===== src/rtl/cordic_job_arbiter.sv =====
// Round-robin arbiter that shares one iterative CORDIC engine between two job requesters.
// Optional WAIT watchdog that returns an error response: define CORDIC_ARB_TIMEOUT_EN.
module cordic_job_arbiter #(
    parameter int unsigned FIXED_WIDTH    = 16,
    parameter int unsigned SHIFT_W        = 5,
    parameter int unsigned TIMEOUT_CYCLES = 64
) (
    input  logic                     clk,
    input  logic                     rst,
    input  logic [1:0]               req_valid,
    output logic [1:0]               req_ready,
    input  logic [3:0]               req_mode,
    input  logic [1:0]               req_is_rotating,
    input  logic [2*SHIFT_W-1:0]     req_shift,
    input  logic [2*FIXED_WIDTH-1:0] req_a,
    input  logic [2*FIXED_WIDTH-1:0] req_b,
    output logic [1:0]               rsp_valid,
    input  logic [1:0]               rsp_ready,
    output logic [FIXED_WIDTH-1:0]   rsp_out1,
    output logic [FIXED_WIDTH-1:0]   rsp_out2,
    output logic                     rsp_err,
    output logic                     core_start,
    output logic [1:0]               core_mode,
    output logic                     core_is_rotating,
    output logic [SHIFT_W-1:0]       core_shift,
    output logic [FIXED_WIDTH-1:0]   core_a,
    output logic [FIXED_WIDTH-1:0]   core_b,
    input  logic [FIXED_WIDTH-1:0]   core_out1,
    input  logic [FIXED_WIDTH-1:0]   core_out2,
    input  logic                     core_done,
    output logic                     busy,
    output logic                     spurious_done
);

    typedef enum logic [1:0] {S_IDLE, S_ISSUE, S_WAIT, S_RESP} state_e;

    state_e                 state_q, state_d;
    logic                   owner_q, owner_d;
    logic                   last_grant_q, last_grant_d;
    logic [1:0]             mode_q, mode_d;
    logic                   rot_q, rot_d;
    logic [SHIFT_W-1:0]     shift_q, shift_d;
    logic [FIXED_WIDTH-1:0] a_q, a_d;
    logic [FIXED_WIDTH-1:0] b_q, b_d;
    logic                   start_q, start_d;
    logic [1:0]             rsp_valid_q, rsp_valid_d;
    logic [FIXED_WIDTH-1:0] out1_q, out1_d;
    logic [FIXED_WIDTH-1:0] out2_q, out2_d;
    logic                   spurious_q, spurious_d;
    logic                   busy_q, busy_d;

    logic                   grant_c;
    logic                   grant_vld_c;
    logic                   accept_c;
    logic [1:0]             owner_oh_c;

`ifdef CORDIC_ARB_TIMEOUT_EN
    localparam int unsigned CNT_W = $clog2(TIMEOUT_CYCLES);
    logic [CNT_W-1:0]       cnt_q, cnt_d;
    logic                   err_q, err_d;
`endif

    if (TIMEOUT_CYCLES < 2) begin : g_bad_timeout
        $error("TIMEOUT_CYCLES must be at least 2");
    end

    // Round-robin choice: a lone requester wins, on contention the one not granted last.
    always_comb begin
        grant_c     = 1'b0;
        grant_vld_c = 1'b0;
        unique case (req_valid)
            2'b01:   begin grant_vld_c = 1'b1; grant_c = 1'b0;          end
            2'b10:   begin grant_vld_c = 1'b1; grant_c = 1'b1;          end
            2'b11:   begin grant_vld_c = 1'b1; grant_c = ~last_grant_q; end
            default: ;
        endcase
    end

    assign req_ready  = (!rst && state_q == S_IDLE && grant_vld_c) ? {grant_c, ~grant_c} : 2'b00;
    assign accept_c   = |req_ready;
    assign owner_oh_c = {owner_q, ~owner_q};

    // Next-state and registered-output logic.
    always_comb begin
        state_d      = state_q;
        owner_d      = owner_q;
        last_grant_d = last_grant_q;
        mode_d       = mode_q;
        rot_d        = rot_q;
        shift_d      = shift_q;
        a_d          = a_q;
        b_d          = b_q;
        start_d      = 1'b0;
        rsp_valid_d  = rsp_valid_q;
        out1_d       = out1_q;
        out2_d       = out2_q;
        spurious_d   = spurious_q | (core_done && state_q != S_WAIT);
`ifdef CORDIC_ARB_TIMEOUT_EN
        cnt_d        = cnt_q;
        err_d        = err_q;
`endif

        unique case (state_q)
            S_IDLE: begin
                if (accept_c) begin
                    state_d      = S_ISSUE;
                    owner_d      = grant_c;
                    last_grant_d = grant_c;
                    mode_d       = grant_c ? req_mode[3:2] : req_mode[1:0];
                    rot_d        = grant_c ? req_is_rotating[1] : req_is_rotating[0];
                    shift_d      = grant_c ? req_shift[2*SHIFT_W-1:SHIFT_W] : req_shift[SHIFT_W-1:0];
                    a_d          = grant_c ? req_a[2*FIXED_WIDTH-1:FIXED_WIDTH] : req_a[FIXED_WIDTH-1:0];
                    b_d          = grant_c ? req_b[2*FIXED_WIDTH-1:FIXED_WIDTH] : req_b[FIXED_WIDTH-1:0];
                    start_d      = 1'b1;
`ifdef CORDIC_ARB_TIMEOUT_EN
                    err_d        = 1'b0;
`endif
                end
            end
            S_ISSUE: begin
                state_d = S_WAIT;
`ifdef CORDIC_ARB_TIMEOUT_EN
                cnt_d   = '0;
`endif
            end
            S_WAIT: begin
                if (core_done) begin
                    state_d     = S_RESP;
                    out1_d      = core_out1;
                    out2_d      = core_out2;
                    rsp_valid_d = owner_oh_c;
                end
`ifdef CORDIC_ARB_TIMEOUT_EN
                else begin
                    cnt_d = cnt_q + CNT_W'(1);
                    if (cnt_d == CNT_W'(TIMEOUT_CYCLES - 1)) begin
                        state_d     = S_RESP;
                        out1_d      = '0;
                        out2_d      = '0;
                        err_d       = 1'b1;
                        rsp_valid_d = owner_oh_c;
                    end
                end
`endif
            end
            S_RESP: begin
                if (rsp_ready[owner_q]) begin
                    state_d     = S_IDLE;
                    rsp_valid_d = 2'b00;
                end
            end
            default: state_d = S_IDLE;
        endcase

        busy_d = (state_d != S_IDLE);
    end

    // State and output registers.
    always_ff @(posedge clk) begin
        if (rst) begin
            state_q      <= S_IDLE;
            owner_q      <= 1'b0;
            last_grant_q <= 1'b1;
            mode_q       <= '0;
            rot_q        <= 1'b0;
            shift_q      <= '0;
            a_q          <= '0;
            b_q          <= '0;
            start_q      <= 1'b0;
            rsp_valid_q  <= 2'b00;
            out1_q       <= '0;
            out2_q       <= '0;
            spurious_q   <= 1'b0;
            busy_q       <= 1'b0;
`ifdef CORDIC_ARB_TIMEOUT_EN
            cnt_q        <= '0;
            err_q        <= 1'b0;
`endif
        end else begin
            state_q      <= state_d;
            owner_q      <= owner_d;
            last_grant_q <= last_grant_d;
            mode_q       <= mode_d;
            rot_q        <= rot_d;
            shift_q      <= shift_d;
            a_q          <= a_d;
            b_q          <= b_d;
            start_q      <= start_d;
            rsp_valid_q  <= rsp_valid_d;
            out1_q       <= out1_d;
            out2_q       <= out2_d;
            spurious_q   <= spurious_d;
            busy_q       <= busy_d;
`ifdef CORDIC_ARB_TIMEOUT_EN
            cnt_q        <= cnt_d;
            err_q        <= err_d;
`endif
        end
    end

    assign core_start       = start_q;
    assign core_mode        = mode_q;
    assign core_is_rotating = rot_q;
    assign core_shift       = shift_q;
    assign core_a           = a_q;
    assign core_b           = b_q;
    assign rsp_valid        = rsp_valid_q;
    assign rsp_out1         = out1_q;
    assign rsp_out2         = out2_q;
    assign busy             = busy_q;
    assign spurious_done    = spurious_q;
`ifdef CORDIC_ARB_TIMEOUT_EN
    assign rsp_err          = err_q;
`else
    assign rsp_err          = 1'b0;
`endif

endmodule

===== config.mk =====
export PLATFORM = sky130hd
export DESIGN_NAME = cordic_job_arbiter
export DESIGN_NICKNAME = d
export VERILOG_FILES = /design/src/rtl/cordic_job_arbiter.sv
export SDC_FILE = /design/constraint.sdc
export NUM_CORES = 1
export LEC_CHECK = 0
export BUFFER_PORTS_ARGS = -buffer_cell sky130_fd_sc_hd__clkbuf_2
export CELL_PAD_IN_SITES_DETAIL_PLACEMENT = 0
export CELL_PAD_IN_SITES_GLOBAL_PLACEMENT = 1
export CORE_ASPECT_RATIO = 0.75
export CORE_MARGIN = 4
export CORE_UTILIZATION = 26
export CTS_CLUSTER_SIZE = 24
export DETAILED_ROUTE_END_ITERATION = 12
export GPL_ROUTABILITY_DRIVEN = 1
export MAX_ROUTING_LAYER = met4
export PLACE_DENSITY = 0.76
export SYNTH_ARGS = -nofsm -noshare
export SYNTH_HDL_FRONTEND = slang
export SYNTH_SLANG_ARGS = --single-unit

===== constraint.sdc =====
create_clock -name clk -period 1.35 [get_ports clk]
set_input_delay 0.0675 -clock clk [delete_from_list [all_inputs] [get_ports clk]]
set_output_delay 0.0675 -clock clk [all_outputs]
set_load 0.02 [all_outputs]

==> metrics.cfg <==
[outcome]
status = finished with violations
violations = setup timing

[die]
io_pins = 199
initial_utilization = 0.2678
die_h_um = 102.9
die-area_um2 = 13840
core_area_um2 = 11660
row_count = 34
fp.dieW_um = 134.5

[route]
drc = 0
drt_iter0_drc = 186
post_drt_wl_per_cell_um = 16.50
vias = 3884
dr.pass1.iters = 5
wl_um = 13220
via_per_inst = 4.849
ant_nets = 0

[power]
irDropWorstVdd_mv = 0.6427
p_leak_nw = 2.721
p_per_area_nw_per_um2 = 1172

[timing]
fin_crit_sh = 1.057
finalSetupViolations = 55
timing.hold.ws_ps = 12.60
rsz0062_at_grt = yes
slew_violations = 0
finClkSkew_ps = 1.992
hold_viol_final = 0
clock.fmax_ghz = 0.7006
period_minus_slack_ps = 1427
fin_ws_ps = -77.29

[grt]
grt_pass1_vias = 3734
overflow = 0
antenna_found_initial = 0
grt_pass1_wl_um = 18370
grtUsageTotal = 0.1726
grt_max_degree = 35

[logic_synthesis]
syn-cell-area_um2 = 3122
yosys_register_bits = 81
syn-num-nets = 465
synth_common_cells = dfxtp_1, nand2_1, a21oi_1
synth-edff-count = 0
ys_seq_area_frac = 0.5194
synth_ff_type = dfxtp_1
yosysTopAreaCellShare = 0.5194
ys_top_cells_by_area = dfxtp_1, a221o_1, nand2_1, a21oi_1, and3_1
async_reset_ff_frac = 0
avgSynthCellArea_um2 = 9.022
synth_cell_types = 26
yosysWarnings = 0
synth_cells = 346
yosysMostFrequentCell = dfxtp_1
yosys.area.top_type = dfxtp_1

[placement]
routabilityCongestion = 0.7689
placed_cell_area_um2 = 4345
pre_cts_ws_ps = 6.853
port_buffers = 197
dp_hpwl_um = 7615

[min_path]
hold_class = primary input to register

[worst_setup_path]
crit_path_end_kind = register
required_ps = 1570
startpoint_type = register
crit_fanout = 15
path_class = register to register
worst_ep_arrival_time_ps = 1650

[clock_tree]
cts_root_buf = clkbuf_16
cts_tree = done
cts.sinks = 81
cts_buffers = 9
clockBufferDepth = 2
htree_levels = 3
worstSkewPairLatency_ps = 330
clk_transition_reported_paths_ps = 60

[cells_and_area]
fin_util = 0.5093
fin_nets = 753
drive_gt1_frac = 0.4476
syn2layout_area_growth_pct = 90.18
final_area_um2 = 5937
diodes = 0

[job]
drv_cap = 0

[cell families (layout without fill, tap and decap cells)]
group	count (synthesis)	count (layout)	share of synthesized area
and+or+nand+nor	134	134	0.2104
buffers and inverters	35	328	0.06012
DFF	81	81	0.5194
AOI/OAI and AO/OA	94	94	0.2056
other	1	1	0.001201
muxes	1	1	0.003207
[per-stage QoR]
step                      power, mW  TNS, ps  std cells
after floorplan               3.473        0        346
after global placement        4.029        0        689
after detailed placement      4.043        0        689
after CTS                     6.830    -1301        792
after global routing          7.260    -5098        801
final                         6.957    -2444        801
[worst max-delay path: stages, from the launching register on]
cell and delay [ps]:
dfxtp_2 330, nand2b_4 150, and3_4 200, buf_12 130, buf_6 150, a221o_1 350
[registers in the layout (all words and copies together), names as in the netlist]
signal	count
busy	1
core_a	16
core_b	16
core_is_rotating	1
core_mode	2
core_shift	5
core_start	1
last_grant_q	1
owner_q	1
rsp_out1	16
rsp_out2	16
rsp_valid	2
spurious_done	1
state_q	2
[repair_timing]
item / in CTS / in global routing
hold buffers: 77 / 0
endpoints found under the setup margin: 5 / 70
endpoints found under the hold margin: 72 / 0
cloned: 3 / 10
resized for setup: 20 / 36
pin swaps: 19 / 18
setup buffers: 7 / 0
[power by group]
group          switching, mW  leakage (nW)  internal (mW)
sequential             0.122         0.663           2.60
combinational          0.900          1.92          0.894
clock                  0.968         0.142           1.48
total                   1.99          2.72           4.97
[layout by cell type, fill, tap and decap left out, types with 2 or more instances in the layout]
cell type,count
nand2b_1,2
clkinvlp_4,2
buf_16,2
clkinv_2,2
nand4_1,10
clkbuf_16,15
and3_1,18
and3_4,13
dfxtp_1,78
o211ai_1,2
buf_6,8
nand2_1,66
nand3_1,11
dfxtp_2,3
buf_12,7
nor2_1,4
a21oi_1,28
dlygate4sd3_1,77
o21ai_0,11
buf_8,7
clkbuf_2,195
a21oi_2,11
a221o_1,30
buf_4,9
a31oi_1,11
[area by class of cell]
cell class                 instances  area, um^2
inverter                           1       3.754
clock inverter                     5       55.05
timing repair buffer             311        2355
sequential                        81        1625
fill                            1083        5719
tap                              162       202.7
multi-input combinational        230        1453
clock buffer                      11       242.7
[path summary, 6_finish.rpt]
check | endpoint | slack (ps) | cells past startpoint | start
min reg2reg | rsp_out1[3]$_SDFFE_PP0P_ | 450 | 2 | rsp_out1[3]$_SDFFE_PP0P_
max reg2reg | core_shift[1]$_SDFFE_PP0P_ | -80 | 5 | last_grant_q$_SDFFE_PP1P_
max | core_shift[1]$_SDFFE_PP0P_ | -80 | 5 | last_grant_q$_SDFFE_PP1P_
min | core_mode[0]$_SDFFE_PP0P_ | 10 | 3 | req_mode[0]
[metal layers]
layer / wire length (um) / track usage / vias to the layer above
met1: 6118 / 0.2063 / 1835
met5: 0 / - / -
met2: 6016 / 0.2857 / 182
met3: 896 / 0.04878 / 20
met4: 187 / 0.05399 / 0
li1: - / - / 1847
Note: power is estimated with default switching activity, not from simulation.
